--- src/rtl/eight_bit_serial_subtractor_if.sv ---
// Start/busy/done handshake and operand/result bundle for the bit-serial subtractor.
interface eight_bit_serial_subtractor_if;
    logic       start;
    logic [7:0] i0;
    logic [7:0] i1;
    logic       bin;
    logic [7:0] diff;
    logic       bout;
    logic       last_borrow;
    logic       overflow;
    logic       busy;
    logic       done;

    modport master (
        output start, i0, i1, bin,
        input  diff, bout, last_borrow, overflow, busy, done
    );

    modport slave (
        input  start, i0, i1, bin,
        output diff, bout, last_borrow, overflow, busy, done
    );
endinterface

--- src/rtl/eight_bit_serial_subtractor.sv ---
// Bit-serial 8-bit subtractor: one full-subtractor cell plus a borrow flop, LSB first.
// Results publish only on the final bit, so diff never shows partial values.
module eight_bit_serial_subtractor (
    input  logic clk,
    input  logic rst,
    eight_bit_serial_subtractor_if.slave bus
);
    // state | meaning
    // IDLE  | waiting for start; last result held on outputs
    // SUB   | shifting one bit per cycle through the subtractor cell
    // DONE  | one-cycle done pulse, results valid
    typedef enum logic [1:0] {IDLE, SUB, DONE} state_t;

    state_t     state, state_nx;
    logic [7:0] a, b, part;
    logic [2:0] cnt;
    logic       br, lb_cand;
    logic [7:0] diff_q;
    logic       bout_q, lb_q, ovf_q;
    logic       d, br_nx;

    assign d     = a[0] ^ b[0] ^ br;
    assign br_nx = (~a[0] & b[0]) | (~(a[0] ^ b[0]) & br);

    always_ff @(posedge clk) begin
        if (rst) state <= IDLE;
        else     state <= state_nx;
    end

    always_comb begin
        state_nx = state;
        case (state)
            IDLE:    if (bus.start) state_nx = SUB;
            SUB:     if (cnt == 3'd7) state_nx = DONE;
            DONE:    state_nx = IDLE;
            default: state_nx = IDLE;
        endcase
    end

    always_ff @(posedge clk) begin
        if (rst) begin
            a       <= '0;
            b       <= '0;
            part    <= '0;
            cnt     <= '0;
            br      <= 1'b0;
            lb_cand <= 1'b0;
            diff_q  <= '0;
            bout_q  <= 1'b0;
            lb_q    <= 1'b0;
            ovf_q   <= 1'b0;
        end else begin
            case (state)
                IDLE: begin
                    if (bus.start) begin
                        a   <= bus.i0;
                        b   <= bus.i1;
                        br  <= bus.bin;
                        cnt <= '0;
                    end
                end
                SUB: begin
                    a    <= {1'b0, a[7:1]};
                    b    <= {1'b0, b[7:1]};
                    part <= {d, part[7:1]};
                    br   <= br_nx;
                    // borrow out of bit 6 is the borrow into the sign bit
                    if (cnt == 3'd6) lb_cand <= br_nx;
                    if (cnt == 3'd7) begin
                        diff_q <= {d, part[7:1]};
                        bout_q <= br_nx;
                        lb_q   <= lb_cand;
                        ovf_q  <= br_nx ^ lb_cand;
                    end else begin
                        cnt <= cnt + 3'd1;
                    end
                end
                default: ;
            endcase
        end
    end

    assign bus.diff        = diff_q;
    assign bus.bout        = bout_q;
    assign bus.last_borrow = lb_q;
    assign bus.overflow    = ovf_q;
    assign bus.busy        = (state == SUB);
    assign bus.done        = (state == DONE);
endmodule

--- src/flat_wrapper.sv ---
// flat-port wrapper written by rule: the top's interface ports become plain ports
module eight_bit_serial_subtractor_flat 
  (clk, rst, bus_start, bus_i0, bus_i1, bus_bin, bus_diff, bus_bout, bus_last_borrow, bus_overflow, bus_busy, bus_done);
  eight_bit_serial_subtractor_if bus_i ();
  input  logic clk;
  input  logic rst;
  input wire logic [$bits(bus_i.start)-1:0] bus_start;
  input wire logic [$bits(bus_i.i0)-1:0] bus_i0;
  input wire logic [$bits(bus_i.i1)-1:0] bus_i1;
  input wire logic [$bits(bus_i.bin)-1:0] bus_bin;
  output wire logic [$bits(bus_i.diff)-1:0] bus_diff;
  output wire logic [$bits(bus_i.bout)-1:0] bus_bout;
  output wire logic [$bits(bus_i.last_borrow)-1:0] bus_last_borrow;
  output wire logic [$bits(bus_i.overflow)-1:0] bus_overflow;
  output wire logic [$bits(bus_i.busy)-1:0] bus_busy;
  output wire logic [$bits(bus_i.done)-1:0] bus_done;
  assign bus_i.start = bus_start;
  assign bus_i.i0 = bus_i0;
  assign bus_i.i1 = bus_i1;
  assign bus_i.bin = bus_bin;
  assign bus_diff = bus_i.diff;
  assign bus_bout = bus_i.bout;
  assign bus_last_borrow = bus_i.last_borrow;
  assign bus_overflow = bus_i.overflow;
  assign bus_busy = bus_i.busy;
  assign bus_done = bus_i.done;
  eight_bit_serial_subtractor u_core (.clk(clk), .rst(rst), .bus(bus_i));
endmodule
--- config.mk ---
export PLATFORM = sky130hd
export DESIGN_NAME = eight_bit_serial_subtractor_flat
export DESIGN_NICKNAME = d
export VERILOG_FILES = /design/src/rtl/eight_bit_serial_subtractor_if.sv /design/src/rtl/eight_bit_serial_subtractor.sv /design/src/flat_wrapper.sv
export SDC_FILE = /design/constraint.sdc
export NUM_CORES = 1
export LEC_CHECK = 0
export CAP_MARGIN = 5
export CORE_ASPECT_RATIO = 0.6
export CORE_UTILIZATION = 55
export CTS_BUF_LIST = sky130_fd_sc_hd__clkbuf_8
export CTS_CLUSTER_SIZE = 14
export DETAILED_ROUTE_END_ITERATION = 8
export PLACE_DENSITY = 0.83
export SYNTH_ARGS = -nofsm -noshare
export SYNTH_HDL_FRONTEND = slang
export SYNTH_SLANG_ARGS = --single-unit
--- constraint.sdc ---
create_clock -name clk -period 2.21 [get_ports clk]
set_clock_uncertainty 0.15 [all_clocks]
set_input_delay 0.663 -clock clk [delete_from_list [all_inputs] [get_ports clk]]
set_output_delay 0.663 -clock clk [all_outputs]
set_load 0.05 [all_outputs]
==> results.py <==
metrics = {
    "run_status": {
        "status": "completed",
    },
    "setup_path": {
        "worst_ep_required_time_ns": 1.40,
        "critPathArrivalTime_ns": 1.28,
        "rr_worst_depth": 5,
        "r2r_end": "u_core.a[4]",
        "reg2reg_slack_ns": 0.39,
        "timing.rr.start": "u_core.state[0]",
        "path_class": "reg2out",
        "critPathCaptureType": "output port",
        "start_kind": "register",
        "crit_fanout": 11,
    },
    "pwr": {
        "leakage_nw": 0.834,
        "power.density_mw_per_mm2": 746,
        "ir_worst_vdd_mv": 0.385,
    },
    "timing": {
        "final.setup.tns_ns": 0,
        "grt_setup_unrepaired": "no",
        "final-setup-viol-count": 0,
        "fmax_mhz": 478,
        "hold_viol": 0,
        "maxSlewViolCount": 0,
        "slew_headroom_pct": 68.2,
        "finalCriticalPeriod_ns": 2.09,
        "worst_pin_slew_ns": 0.475,
        "hold_ws_ns": 0.307,
        "fin_crit_sh_pct": 94.7,
    },
    "logic_synthesis": {
        "synth_ff_type": "dfxtp_1",
        "yosysTopAreaCellShare_pct": 47.6,
        "synth_edf_count": 0,
        "synth_area_mm2": 0.00173,
        "synth_nets": 218,
        "async_reset_ff_share_pct": 0,
        "yosys.area.top_type": "dfxtp_1",
        "yosysSeqAreaShare_pct": 47.6,
        "synth_area_per_cell_um2": 8.89,
        "synth.distinct_cells": 31,
        "synth_cells": 194,
        "synth.area.top_cells": "dfxtp_1 48%, mux2i_1 8.1%, nand2_1 7.4%",
        "ys_warn_count": 0,
        "synth-seq-cells": 41,
    },
    "routing": {
        "drcViolationCount": 0,
        "ant_nets": 0,
        "num_vias": 1437,
        "wl_mm": 3.92,
        "drt_iter0_drc": 74,
        "wire_per_inst_um": 14.7,
        "first_pass_iters": 4,
        "avgViaCountPerCell": 5.40,
    },
    "floorplan": {
        "die-area_mm2": 0.00337,
        "die_y_um": 45.4,
        "num_rows": 15,
        "io_pins": 33,
        "coreArea_mm2": 0.00293,
        "die_x_um": 74.3,
        "start_util_pct": 58.9,
    },
    "placed_design": {
        "place.gp.congestion": 0.791,
        "port_buffers": 32,
        "dpl.hpwl_mm": 2.69,
    },
    "global_route": {
        "antenna_found_initial": 0,
        "grt_pass1_vias": 1318,
        "grt_pass1_wl_mm": 6.13,
        "grt_max_degree": 29,
        "grt_use_total_pct": 24.7,
        "grt-ovfl-total": 0,
    },
    "hold_path": {
        "min_from": "u_core.bus.diff[1]",
        "min_path_cells": 2,
        "min_to": "u_core.bus.diff[1]",
        "hp-class": "reg2reg",
    },
    "cts": {
        "cts_made_buffers": 5,
        "ctsRootBufferMaster": "clkbuf_8",
        "cts_hold_buf": 0,
        "htreeDepth": 2,
        "cts-resized-gates": 0,
        "cts_setup_buffers": 0,
        "clk_pin_slew_ns": 0.08,
        "cts_tree": "done",
        "clock_path_buffers": 2,
        "insertion_delay_ns": 0.28,
        "clock-sinks": 41,
    },
    "cells_and_area": {
        "diodes": 0,
        "drive_gt1_share_pct": 12.1,
        "syn_to_final_growth_pct": 25.1,
        "num-nets-final": 247,
    },
    "job": {
        "drv_cap": 0,
    },
}
## power breakdown
part           internal [W]  switching, W  total (W)
sequential         0.000773     0.0000232   0.000796
combinational      0.000101      0.000106   0.000207
clock              0.000364      0.000243   0.000606
total               0.00124      0.000372    0.00161
## per-layer routing
metal | wire [um] | vias up | GRT usage [%]
li1 | - | 717 | -
met1 | 1860 | 673 | 31.8
met2 | 1850 | 45 | 43.6
met3 | 181 | 2 | 4.87
met4 | 25 | 0 | 5.66
met5 | 0 | - | 0
## synthesized netlist by cell type, types with 2 or more instances
master and count:
buf_4 2, buf_2 6, o21ai_0 2, clkbuf_1 3, nor2_1 18, nor2b_1 2
ha_1 3, nand3b_1 3, a21oi_1 21, mux2i_1 14, nand2_1 34, a211oi_1 15
o32ai_1 2, buf_1 2, inv_1 7, nand2b_1 4, buf_6 2, dfxtp_1 41
## flip-flops by register name, summed over array words and instances (netlist names)
signal                  flops
u_core.bus.diff             8
u_core.lb_cand              1
u_core.bus.overflow         1
u_core.br                   1
u_core.cnt                  3
u_core.part                 7
u_core.b                    8
u_core.state                2
u_core.bus.last_borrow      1
u_core.a                    8
u_core.bus.bout             1
## layout by cell type (no fill, tap or decap), drive strengths merged, types with 4 or more instances in the layout
| cell type | count |
|---|---|
| mux2i | 14 |
| buf | 18 |
| a21oi | 21 |
| nand2 | 34 |
| dfxtp | 41 |
| nand2b | 4 |
| clkbuf | 6 |
| nor2 | 18 |
| inv | 9 |
| a211oi | 15 |
| clkdlybuf4s50 | 19 |
## cell families (layout without fill, tap and decap cells)
kind of cell | count (synthesis) | in the layout | synth area share, %
simple gates | 66 | 66 | 16.9
compound gates | 45 | 45 | 16.8
flops | 41 | 41 | 47.6
buf+inv | 23 | 53 | 6.74
mux | 14 | 14 | 8.12
fa+ha+maj | 4 | 4 | 3.34
xor+xnor | 1 | 1 | 0.508
## how the worst max path moves through the flow
stage                     slack (ns)  depth (start not counted)       startpoint           to
after floorplan                  0.1                          3  u_core.state[0]     bus_done
after global placement          0.18                          5        bus_start  u_core.b[0]
after detailed placement        0.04                          5        bus_start  u_core.a[4]
after CTS                       0.13                          3  u_core.state[1]     bus_busy
after global routing            0.06                          3  u_core.state[1]     bus_busy
final                           0.12                          3  u_core.state[1]     bus_busy
## critical path, stage by stage (launching register included)
cell and delay [ns]:
dfxtp_1 0.40, nand2b_1 0.21, inv_2 0.22, buf_12 0.17
## layout make-up
class                   count  area (um2)
clock buffers               6        82.6
clock inverters             2        33.8
flip-flops and latches     41         821
well taps                  42        52.6
multi-input cells         130         788
inverters                   8        30.0
fillers                   226         769
repair buffers             37         350
## stage by stage
step / utilization, % / cell area (um2) / power (W) / std cells / setup WS [ns]
global route: 73.7 / 2160 / 0.00166 / 266 / 0.0596
CTS: 73.7 / 2160 / 0.00161 / 266 / 0.127
detailed placement: 69.7 / 2040 / 0.00101 / 258 / 0.0363
floorplan: - / 1730 / 0.000943 / 194 / 0.0975
finish: 73.7 / 2160 / 0.00161 / 266 / 0.117
global placement: 69.7 / 2040 / 0.00100 / 258 / 0.183
(Power assumes the default switching activity.)
